==> src/rtl/shifter_pkg.sv <==
// Shared constants and types for the 24-to-16-bit right shifter with rounding and saturation.
package shifter_pkg;

  localparam int DEFAULT_IN_W  = 24;
  localparam int DEFAULT_OUT_W = 16;
  localparam int DEFAULT_SHIFT = 8;
  localparam int DEFAULT_CNT_W = 16;

  // Half an output LSB, added before the shift so that truncation rounds half-up.
  localparam logic [DEFAULT_IN_W:0] ROUND_C = (DEFAULT_IN_W + 1)'(2 ** (DEFAULT_SHIFT - 1));

  localparam logic signed [DEFAULT_OUT_W-1:0] OUT_MAX = 16'sh7FFF;
  localparam logic signed [DEFAULT_OUT_W-1:0] OUT_MIN = 16'sh8000;

  // Buffer operation for one cycle, encoded as {push, pop}.
  typedef enum logic [1:0] {
    OP_NONE = 2'b00,
    OP_POP  = 2'b01,
    OP_PUSH = 2'b10,
    OP_BOTH = 2'b11
  } fifo_op_e;

endpackage

==> src/rtl/data_shifter_right_sat_if.sv <==
// Valid/ready sample stream in and out of the shifter; master is the surrounding path, slave the block.
interface data_shifter_right_sat_if
  import shifter_pkg::*;
#(
  parameter int IN_W  = DEFAULT_IN_W,
  parameter int OUT_W = DEFAULT_OUT_W
);

  logic signed [IN_W-1:0]  in_data;
  logic                    in_valid;
  logic                    in_ready;
  logic signed [OUT_W-1:0] out_data;
  logic                    out_valid;
  logic                    out_ready;

  modport master (
    output in_data, in_valid, out_ready,
    input  in_ready, out_data, out_valid
  );

  modport slave (
    input  in_data, in_valid, out_ready,
    output in_ready, out_data, out_valid
  );

endinterface

==> src/rtl/sample_fifo2.sv <==
// Two-entry FIFO kept as a shift pair: entry 0 is always the head, so no read pointer is needed.
module sample_fifo2
  import shifter_pkg::*;
#(
  parameter int W = DEFAULT_OUT_W
) (
  input  logic         clk,
  input  logic         rst,
  input  logic         flush,
  input  logic         push,
  input  logic         pop,
  input  logic [W-1:0] din,
  output logic [W-1:0] head,
  output logic [1:0]   count
);

  logic [W-1:0] entry0;
  logic [W-1:0] entry1;
  logic         pop_ok;
  logic         push_ok;
  fifo_op_e     op;

  // A pop on empty is ignored; a push on full only lands if a pop frees the slot.
  assign pop_ok  = pop && (count != 2'd0);
  assign push_ok = push && ((count != 2'd2) || pop_ok);
  assign op      = fifo_op_e'({push_ok, pop_ok});
  assign head    = entry0;

  // NOTE: sequential state uses non-blocking assignments so every register
  // samples pre-edge values regardless of statement order.
  always_ff @(posedge clk or posedge rst) begin
    if (rst) begin
      // NOTE: with only two entries the storage is reset like any other flop;
      // a deep RAM-backed buffer would leave its array unreset.
      entry0 <= '0;
      entry1 <= '0;
      count  <= 2'd0;
    end else if (flush) begin
      count <= 2'd0;
    end else begin
      case (op)
        OP_PUSH: begin
          if (count == 2'd0) entry0 <= din;
          else               entry1 <= din;
          count <= count + 2'd1;
        end
        OP_POP: begin
          entry0 <= entry1;
          count  <= count - 2'd1;
        end
        OP_BOTH: begin
          if (count == 2'd1) begin
            entry0 <= din;
          end else begin
            entry0 <= entry1;
            entry1 <= din;
          end
        end
        default: ;
      endcase
    end
  end

endmodule

==> src/rtl/data_shifter_right_sat.sv <==
// Narrows signed samples with round-half-up right shift and saturation, buffered behind a
// registered-ready 2-entry FIFO, and keeps sticky/counted statistics of clipped samples.
module data_shifter_right_sat
  import shifter_pkg::*;
#(
  parameter int IN_W  = DEFAULT_IN_W,
  parameter int OUT_W = DEFAULT_OUT_W,
  parameter int SHIFT = DEFAULT_SHIFT,
  parameter int CNT_W = DEFAULT_CNT_W
) (
  input  logic                   clk,
  input  logic                   rst,
  input  logic                   enn,
  data_shifter_right_sat_if.slave bus,
  input  logic                   clr_sat,
  output logic                   sat_flag,
  output logic [CNT_W-1:0]       sat_count
);

  localparam int Q_W = IN_W + 1 - SHIFT;

  localparam logic signed [IN_W:0]    RND    = (IN_W + 1)'(2 ** (SHIFT - 1));
  localparam logic signed [Q_W-1:0]   Q_MAX  = Q_W'(2 ** (OUT_W - 1) - 1);
  localparam logic signed [Q_W-1:0]   Q_MIN  = Q_W'(-(2 ** (OUT_W - 1)));
  localparam logic [OUT_W-1:0]        SAT_HI = {1'b0, {(OUT_W-1){1'b1}}};
  localparam logic [OUT_W-1:0]        SAT_LO = {1'b1, {(OUT_W-1){1'b0}}};

  logic signed [IN_W:0]  sum;
  logic signed [Q_W-1:0] q;
  logic [OUT_W-1:0]      result;
  logic                  is_sat;

  logic                  accept;
  logic                  pop;
  logic                  out_valid;
  logic [OUT_W-1:0]      head;
  logic [1:0]            count;
  logic [1:0]            count_next;
  logic                  in_ready_q;

  // One extra bit of headroom keeps the rounding add from wrapping at the positive rail.
  assign sum = {bus.in_data[IN_W-1], bus.in_data} + RND;
  assign q   = Q_W'(sum >>> SHIFT);

  // NOTE: every variable driven here gets a default first, so no path can
  // leave it unassigned and infer a latch.
  always_comb begin
    result = q[OUT_W-1:0];
    is_sat = 1'b0;
    if (q > Q_MAX) begin
      result = SAT_HI;
      is_sat = 1'b1;
    end else if (q < Q_MIN) begin
      result = SAT_LO;
      is_sat = 1'b1;
    end
  end

  // enn also gates accept: in_ready is a cycle old and must not admit a sample during a flush.
  assign accept    = bus.in_valid && in_ready_q && enn;
  assign out_valid = (count != 2'd0);
  assign pop       = out_valid && bus.out_ready;

  sample_fifo2 #(
    .W (OUT_W)
  ) u_fifo (
    .clk   (clk),
    .rst   (rst),
    .flush (!enn),
    .push  (accept),
    .pop   (pop),
    .din   (result),
    .head  (head),
    .count (count)
  );

  assign bus.out_valid = out_valid;
  assign bus.out_data  = out_valid ? head : '0;
  assign bus.in_ready  = in_ready_q;

  // Occupancy after this edge; in_ready is registered from it so out_ready never reaches in_ready combinationally.
  always_comb begin
    count_next = count;
    if (!enn) begin
      count_next = 2'd0;
    end else begin
      case ({accept, pop})
        2'b10:   count_next = count + 2'd1;
        2'b01:   count_next = count - 2'd1;
        default: count_next = count;
      endcase
    end
  end

  always_ff @(posedge clk or posedge rst) begin
    if (rst) begin
      in_ready_q <= 1'b0;
    end else begin
      in_ready_q <= enn && (count_next < 2'd2);
    end
  end

  // A clear coincident with a clipped sample counts that sample as the first of a new run.
  always_ff @(posedge clk or posedge rst) begin
    if (rst) begin
      sat_flag  <= 1'b0;
      sat_count <= '0;
    end else if (accept && is_sat) begin
      sat_flag <= 1'b1;
      if (clr_sat)              sat_count <= CNT_W'(1);
      else if (sat_count != '1) sat_count <= sat_count + 1'b1;
    end else if (clr_sat) begin
      sat_flag  <= 1'b0;
      sat_count <= '0;
    end
  end

endmodule

==> src/flat_wrapper.sv <==
// flat-port wrapper written by rule: the top's interface ports become plain ports
module data_shifter_right_sat_flat import shifter_pkg::*;
#(
  parameter int IN_W  = DEFAULT_IN_W,
  parameter int OUT_W = DEFAULT_OUT_W,
  parameter int SHIFT = DEFAULT_SHIFT,
  parameter int CNT_W = DEFAULT_CNT_W
)
  (clk, rst, enn, clr_sat, sat_flag, sat_count, bus_in_data, bus_in_valid, bus_out_ready, bus_in_ready, bus_out_data, bus_out_valid);
  data_shifter_right_sat_if #(.IN_W(IN_W), .OUT_W(OUT_W)) bus_i ();
  input  logic clk;
  input  logic rst;
  input  logic enn;
  input  logic clr_sat;
  output logic sat_flag;
  output logic [CNT_W-1:0] sat_count;
  input wire logic [$bits(bus_i.in_data)-1:0] bus_in_data;
  input wire logic [$bits(bus_i.in_valid)-1:0] bus_in_valid;
  input wire logic [$bits(bus_i.out_ready)-1:0] bus_out_ready;
  output wire logic [$bits(bus_i.in_ready)-1:0] bus_in_ready;
  output wire logic [$bits(bus_i.out_data)-1:0] bus_out_data;
  output wire logic [$bits(bus_i.out_valid)-1:0] bus_out_valid;
  assign bus_i.in_data = bus_in_data;
  assign bus_i.in_valid = bus_in_valid;
  assign bus_i.out_ready = bus_out_ready;
  assign bus_in_ready = bus_i.in_ready;
  assign bus_out_data = bus_i.out_data;
  assign bus_out_valid = bus_i.out_valid;
  data_shifter_right_sat #(.IN_W(IN_W), .OUT_W(OUT_W), .SHIFT(SHIFT), .CNT_W(CNT_W)) u_core (.clk(clk), .rst(rst), .enn(enn), .bus(bus_i), .clr_sat(clr_sat), .sat_flag(sat_flag), .sat_count(sat_count));
endmodule
==> config.mk <==
export PLATFORM = sky130hd
export DESIGN_NAME = data_shifter_right_sat_flat
export DESIGN_NICKNAME = d
export VERILOG_FILES = /design/src/rtl/shifter_pkg.sv /design/src/rtl/data_shifter_right_sat_if.sv /design/src/rtl/sample_fifo2.sv /design/src/rtl/data_shifter_right_sat.sv /design/src/flat_wrapper.sv
export SDC_FILE = /design/constraint.sdc
export NUM_CORES = 1
export LEC_CHECK = 0
export BUFFER_PORTS_ARGS = -buffer_cell sky130_fd_sc_hd__buf_2
export CORE_ASPECT_RATIO = 1.75
export CORE_UTILIZATION = 45
export DETAILED_ROUTE_END_ITERATION = 8
export GPL_ROUTABILITY_DRIVEN = 0
export GPL_TIMING_DRIVEN = 1
export PLACE_DENSITY = 0.68
export RECOVER_POWER = 100
export SYNTH_ARGS = -nofsm -noshare
export SYNTH_HDL_FRONTEND = slang
export SYNTH_SLANG_ARGS = --single-unit
==> constraint.sdc <==
create_clock -name clk -period 2.5 [get_ports clk]
set_input_delay 0.25 -clock clk [delete_from_list [all_inputs] [get_ports clk]]
set_output_delay 0.25 -clock clk [all_outputs]
set_load 0.05 [all_outputs]
After elaboration in Yosys (flattened, before gate mapping)
Index checks and enable logic that the tools add are counted.
W data, S select, Z words.
Storage, ports and cells
  register bits after elaboration: 52
  input bits: 30
  output and inout bits: 35
  word-level logic and storage cells: 63
Cells by class
  add/sub/neg operators: 4
  $lt $le $gt $ge: 3
  equality and inequality tests: 12
  multiplexer cells: 21
  reductions and logical operators: 17
Operators by type and width (number)
  $mux W16: 11
  $pmux W16 S3: 1
  $pmux W16 S2: 1
  $add A24 B9 Y25 const B: 1
  $gt A17 B16 Y1 const B: 1
  $lt A17 B16 Y1 const B: 1
  $add A16 B1 Y16 const B: 1
  $ne A16 B16 Y1 const B: 1
  $ne A2 B2 Y1 const B: 4
  $pmux W2 S2: 2
  $reduce_bool A2 Y1: 4
  $logic_and A1 B1 Y1: 7
  $eq A2 B1 Y1 const B: 3
  $eq A2 B2 Y1 const B: 3
  $mux W1: 4
  $mux W2: 2
  $reduce_and A4 Y1: 1
  $ne A3 B1 Y1 const B: 1
  $reduce_and A3 Y1: 1
  $reduce_bool A3 Y1: 1
  $add A2 B1 Y2 const B: 1
  $logic_not A2 Y1: 1
  $lt A2 B2 Y1 const B: 1
  $reduce_and A2 Y1: 1
  2 further kinds: 2

Logic depth before layout (Yosys ltp)
  depth after elaboration: 8
  depth in mapped cells: 10
  gate-level depth less buffers: 8

Hierarchy
From an unflattened synthesis, not the netlist that was laid out.
Second synthesis, totals
  cells, all modules: 327
  area total of the unflattened synthesis: 3199.3 µm²
By module, submodules not included
  sample_fifo2: times used 1, cells an instance 128, area an instance 1609.0 µm², seq. area each 850.8 µm²
  data_shifter_right_sat: times used 1, cells an instance 199, area an instance 1590.3 µm², seq. area each 450.4 µm²

Worst setup path after synthesis
OpenSTA, ideal clock, no wires.
  path type: reg-to-reg
  start: reg u_core.sat_count[11]
  end: reg u_core.sat_count[5]
  library setup time: 0.136 ns
  arrival time: 2.198 ns
  data required time: 2.364 ns
  setup slack: 0.166 ns
  cell stages (with the launch flop): 7
  path buffers: 1
  clock period less this slack: 2.334 ns
  cells stage by stage: dfrtp_1 > nand4_1 > or3b_2 > nor3_1 > clkbuf_1 > or4_1 > a21oi_1
On the way
  word-level cells in the longest chain between the ends: 3
Ends and longest elaborated chain
  from (decl): line data_shifter_right_sat.sv:17  | output logic [CNT_W-1:0] sat_count
  from (signal assigned): line data_shifter_right_sat.sv:111  | else if (sat_count != '1) sat_count <= sat_count + 1'b1;
  $ne A16 B16 Y1: line data_shifter_right_sat.sv:111
  $reduce_bool A2 Y1 (no line)
  $reduce_and A2 Y1 (no line)
Every way passes these cells.
A chain may end at the register's enable or synchronous reset.

Final worst setup path
  start: reg u_core.u_fifo.count[1]
  end: reg u_core.u_fifo.entry0[8], in the netlist u_core.u_fifo.head[8]
On the way
  word-level cells in the longest chain between the ends: 8
  elaborated cells on any way between the ends: 16
  those cells by class: eq/ne (6); mux (2); reduce/logical (8)
Ends and longest elaborated chain
  from (decl): line sample_fifo2.sv:14  | output logic [1:0] count
  from (signal assigned): line sample_fifo2.sv:45  | count <= count + 2'd1;
  from (signal assigned): line sample_fifo2.sv:49  | count <= count - 2'd1;
  $reduce_bool A2 Y1: line sample_fifo2.sv:24, data_shifter_right_sat.sv:61
  $logic_and A1 B1 Y1: line data_shifter_right_sat.sv:62  | assign pop = out_valid && bus.out_ready;
  $logic_and A1 B1 Y1: line sample_fifo2.sv:24  | assign pop_ok = pop && (count != 2'd0);
  $logic_or A1 B1 Y1: line sample_fifo2.sv:25  | assign push_ok = push && ((count != 2'd2) || pop_ok);
  $logic_and A1 B1 Y1: line sample_fifo2.sv:25
  $eq A2 B2 Y1 or $eq A2 B1 Y1 (tied branches): line sample_fifo2.sv:41  | case (op)
  $ne A2 B2 Y1 (no line) or $reduce_bool A3 Y1 (tied branches)
  $reduce_and A3 Y1 (no line)
  to (signal assigned): line sample_fifo2.sv:43  | if (count == 2'd0) entry0 <= din;
  to (signal assigned): line sample_fifo2.sv:48  | entry0 <= entry1;
  to (signal assigned): line sample_fifo2.sv:53  | entry0 <= din;
  to (decl): line sample_fifo2.sv:17  | logic [W-1:0] entry0;
Several ways; a longest one is shown, not always the timed one.

==> metrics.cfg <==
[detailed_routing]
postRouteWirelength_um = 8120
vias = 3032
ant_nets = 0
routed_via_density = 5.90
wl_per_cell_um = 15.8
first_pass_iters = 4
drtIter0Drc = 190
drc = 0

[clock_network]
clock_latency_ns = 0.29
cts_tree = done
cts_setup_buffers = 0
cts_hold_buf = 0
htreeDepth = 2
clkSinkCount = 52
cts-root-buf = clkbuf_16
cts_made_buffers = 5
post_cts_resized = 0
clockBufferDepth = 2
clkTransAtPathRegs_ns = 0.07

[timing]
rsz0062_at_grt = false
finalCritPeriodShare_pct = 92.5
fin_tns_setup_ns = 0
fmax_ghz = 0.432
finalMaxSlewViolations = 0
finalHoldViolCount = 0
tightest_slew_ns = 1.24
slew_headroom_pct = 17.2
setup_violations = 0
finClkSkew_ns = 0.00322
min_period_ns = 2.31

[run_status]
outcome = finished, final reports clean

[critical_path]
cp.required_ns = 2.65
cp-end-kind = flip-flop
path_buf_inv = 2
path_common_cell = inv_1
start_kind = flip-flop
criticalPathCategory = flip-flop to flip-flop
slowest_delay_ns = 0.41
cp.arrival_ns = 2.46
path_max_fanout = 12
cp_slowest_cell = dfrtp_1
cp_top_family = simple AND/OR/NAND/NOR gates
path_cells = inv_1, ha_1, nor2b_1, inv_1, a21o_1, or3_1, o21ai_0, a41oi_1

[synthesis]
synth-seq-area-share_pct = 40.9
yosys.area.top_type = dfrtp_1
synth_edf_count = 0
synth_cell_types = 47
syn_nets = 407
synthFlopType = dfrtp_1
syn_area_per_cell_um2 = 8.60
ys_ff_latch = 52
yosys-top-cells-area = dfrtp_1 (41%), o21ai_0 (4.9%), a21oi_1 (4.7%), nand2_1 (4.6%), nor2b_1 (3.3%)
yosysWarnings = 0
yosys.area.top_type_share_pct = 40.9
syn-cell-area_mm2 = 0.00318
async_flop_share_pct = 100
synth_cells = 370
synth_common_cells = dfrtp_1 (52), nand2_1 (39), o21ai_0 (31), a21oi_1 (30)
yosysMostFrequentCell = dfrtp_1

[cells_and_area]
final_net_count = 466
insertedDiodeCount = 0
final_layout_size_suffix_gt1_share_pct = 14.0
layout-area-overhead-vs-synth_pct = 16.7
n_fill_cell = 680
fin_cells = 514
post-route-util_pct = 54.1

[die]
rows = 40
core_area_mm2 = 0.00686
fp.dieW_um = 65.6
io_pins = 65
die_y_um = 113
die_area_mm2 = 0.00742
initial_core_util_pct = 46.4

[run]
drv_cap = 0

[global_routing]
grt_max_degree = 28
overflow = 0
antenna_found_initial = 0
grt_pass1_vias = 2946
track_usage_pct = 23.6
grt_pass1_wl_um = 13700

[power]
ir_drop_mv = 0.486
p_per_area_mw_per_mm2 = 934
p_total_mw = 3.47
p_leak_nw = 1.57

[placement]
placed_cells = 506
io_buffers = 57
dp_hpwl_um = 6130

[worst_hold_path]
min_path_type = input port to async pin

## worst paths after layout
check | from | to | slack [ns] | cells past startpoint
worst max register to register | u_core.u_fifo.count[1] | u_core.u_fifo.head[8] | 0.19 | 8
max in group asynchronous | rst | u_core.u_fifo.entry1[5] | 0.52 | 3
worst min-delay path | rst | u_core.sat_count[6] | 0.19 | 2
worst max-delay path | u_core.u_fifo.count[1] | u_core.u_fifo.head[8] | 0.19 | 8
min in group clk | enn | u_core.u_fifo.count[0] | 0.27 | 2
worst min register to register | u_core.u_fifo.entry1[0] | u_core.u_fifo.entry1[0] | 0.47 | 2
## layer usage
metal / share of wire (%) / track usage (%)
met3: 3.8 / 3.63
met4: 3.4 / 10.7
met2: 53 / 43.2
met5: 0 / 0
met1: 39 / 25.9
## area by class of cell
class,instances,area (um2),share of cell area [%]
timing repair buffer,74,375,10.1
clock buffer,7,143,3.84
sequential,52,1300,35.1
clock inverter,1,7.51,0.202
inverter,9,33.8,0.910
tap,84,105,2.83
multi-input combinational,287,1750,47.1
## worst reg2reg max path: cells and delay by family (launching register included)
kind                       cells  cell delay (ns)
DFF                            1             0.41
adders and majority gates      1             0.29
AOI/OAI and AO/OA              3             0.46
buffers and inverters          2             0.26
and+or+nand+nor                2             0.75
## placed cells by master, fill, tap and decap left out, types with 4 or more instances in the layout
cell,instances
or4_1,14
nor3_1,13
and3_1,11
xor2_1,5
a21oi_1,30
nand2_1,39
clkbuf_1,27
dfrtp_1,52
ha_1,7
o21ai_0,36
nand4_1,10
buf_4,12
and4_1,4
xnor2_1,7
o21ai_1,4
buf_2,23
o31ai_1,11
nor2_1,14
and2_1,5
or3_1,6
nand3_1,15
nor2b_1,17
inv_1,9
clkbuf_2,12
clkbuf_16,5
a31oi_1,4
## per-stage QoR
step | setup slack (ns) | cell area (um2) | hold slack, ns
after floorplan | 0.166 | 3180 | 0.379
after global placement | 0.225 | 3610 | 0.359
after detailed placement | 0.202 | 3610 | 0.355
after CTS | 0.201 | 3760 | 0.0486
after global routing | 0.0134 | 3710 | 0.266
final | 0.187 | 3710 | 0.194
## state kept, by name, indices dropped and copies added (netlist names)
name,count
u_core.sat_count,16
u_core.u_fifo.entry1,16
u_core.u_fifo.head,16
u_core.u_fifo.count,2
u_core.bus.in_ready,1
u_core.sat_flag,1
## kinds of logic after synthesis
| kind of cell | synth area share (%) |
|---|---|
| AO/OA/AOI/OAI | 19.1 |
| XOR/XNOR | 3.30 |
| adder cells (fa/ha/maj) | 2.75 |
| buffers and inverters | 4.40 |
| flip-flops | 40.9 |
| multiplexers | 1.69 |
| AND/OR/NAND/NOR | 27.9 |
## where the power goes
part | total, mW | internal (mW) | switching (mW)
Combinational | 1.52 | 0.447 | 1.08
Clock | 0.698 | 0.399 | 0.299
Sequential | 1.24 | 1.11 | 0.136
No activity file was read; power rests on OpenSTA's default activity.
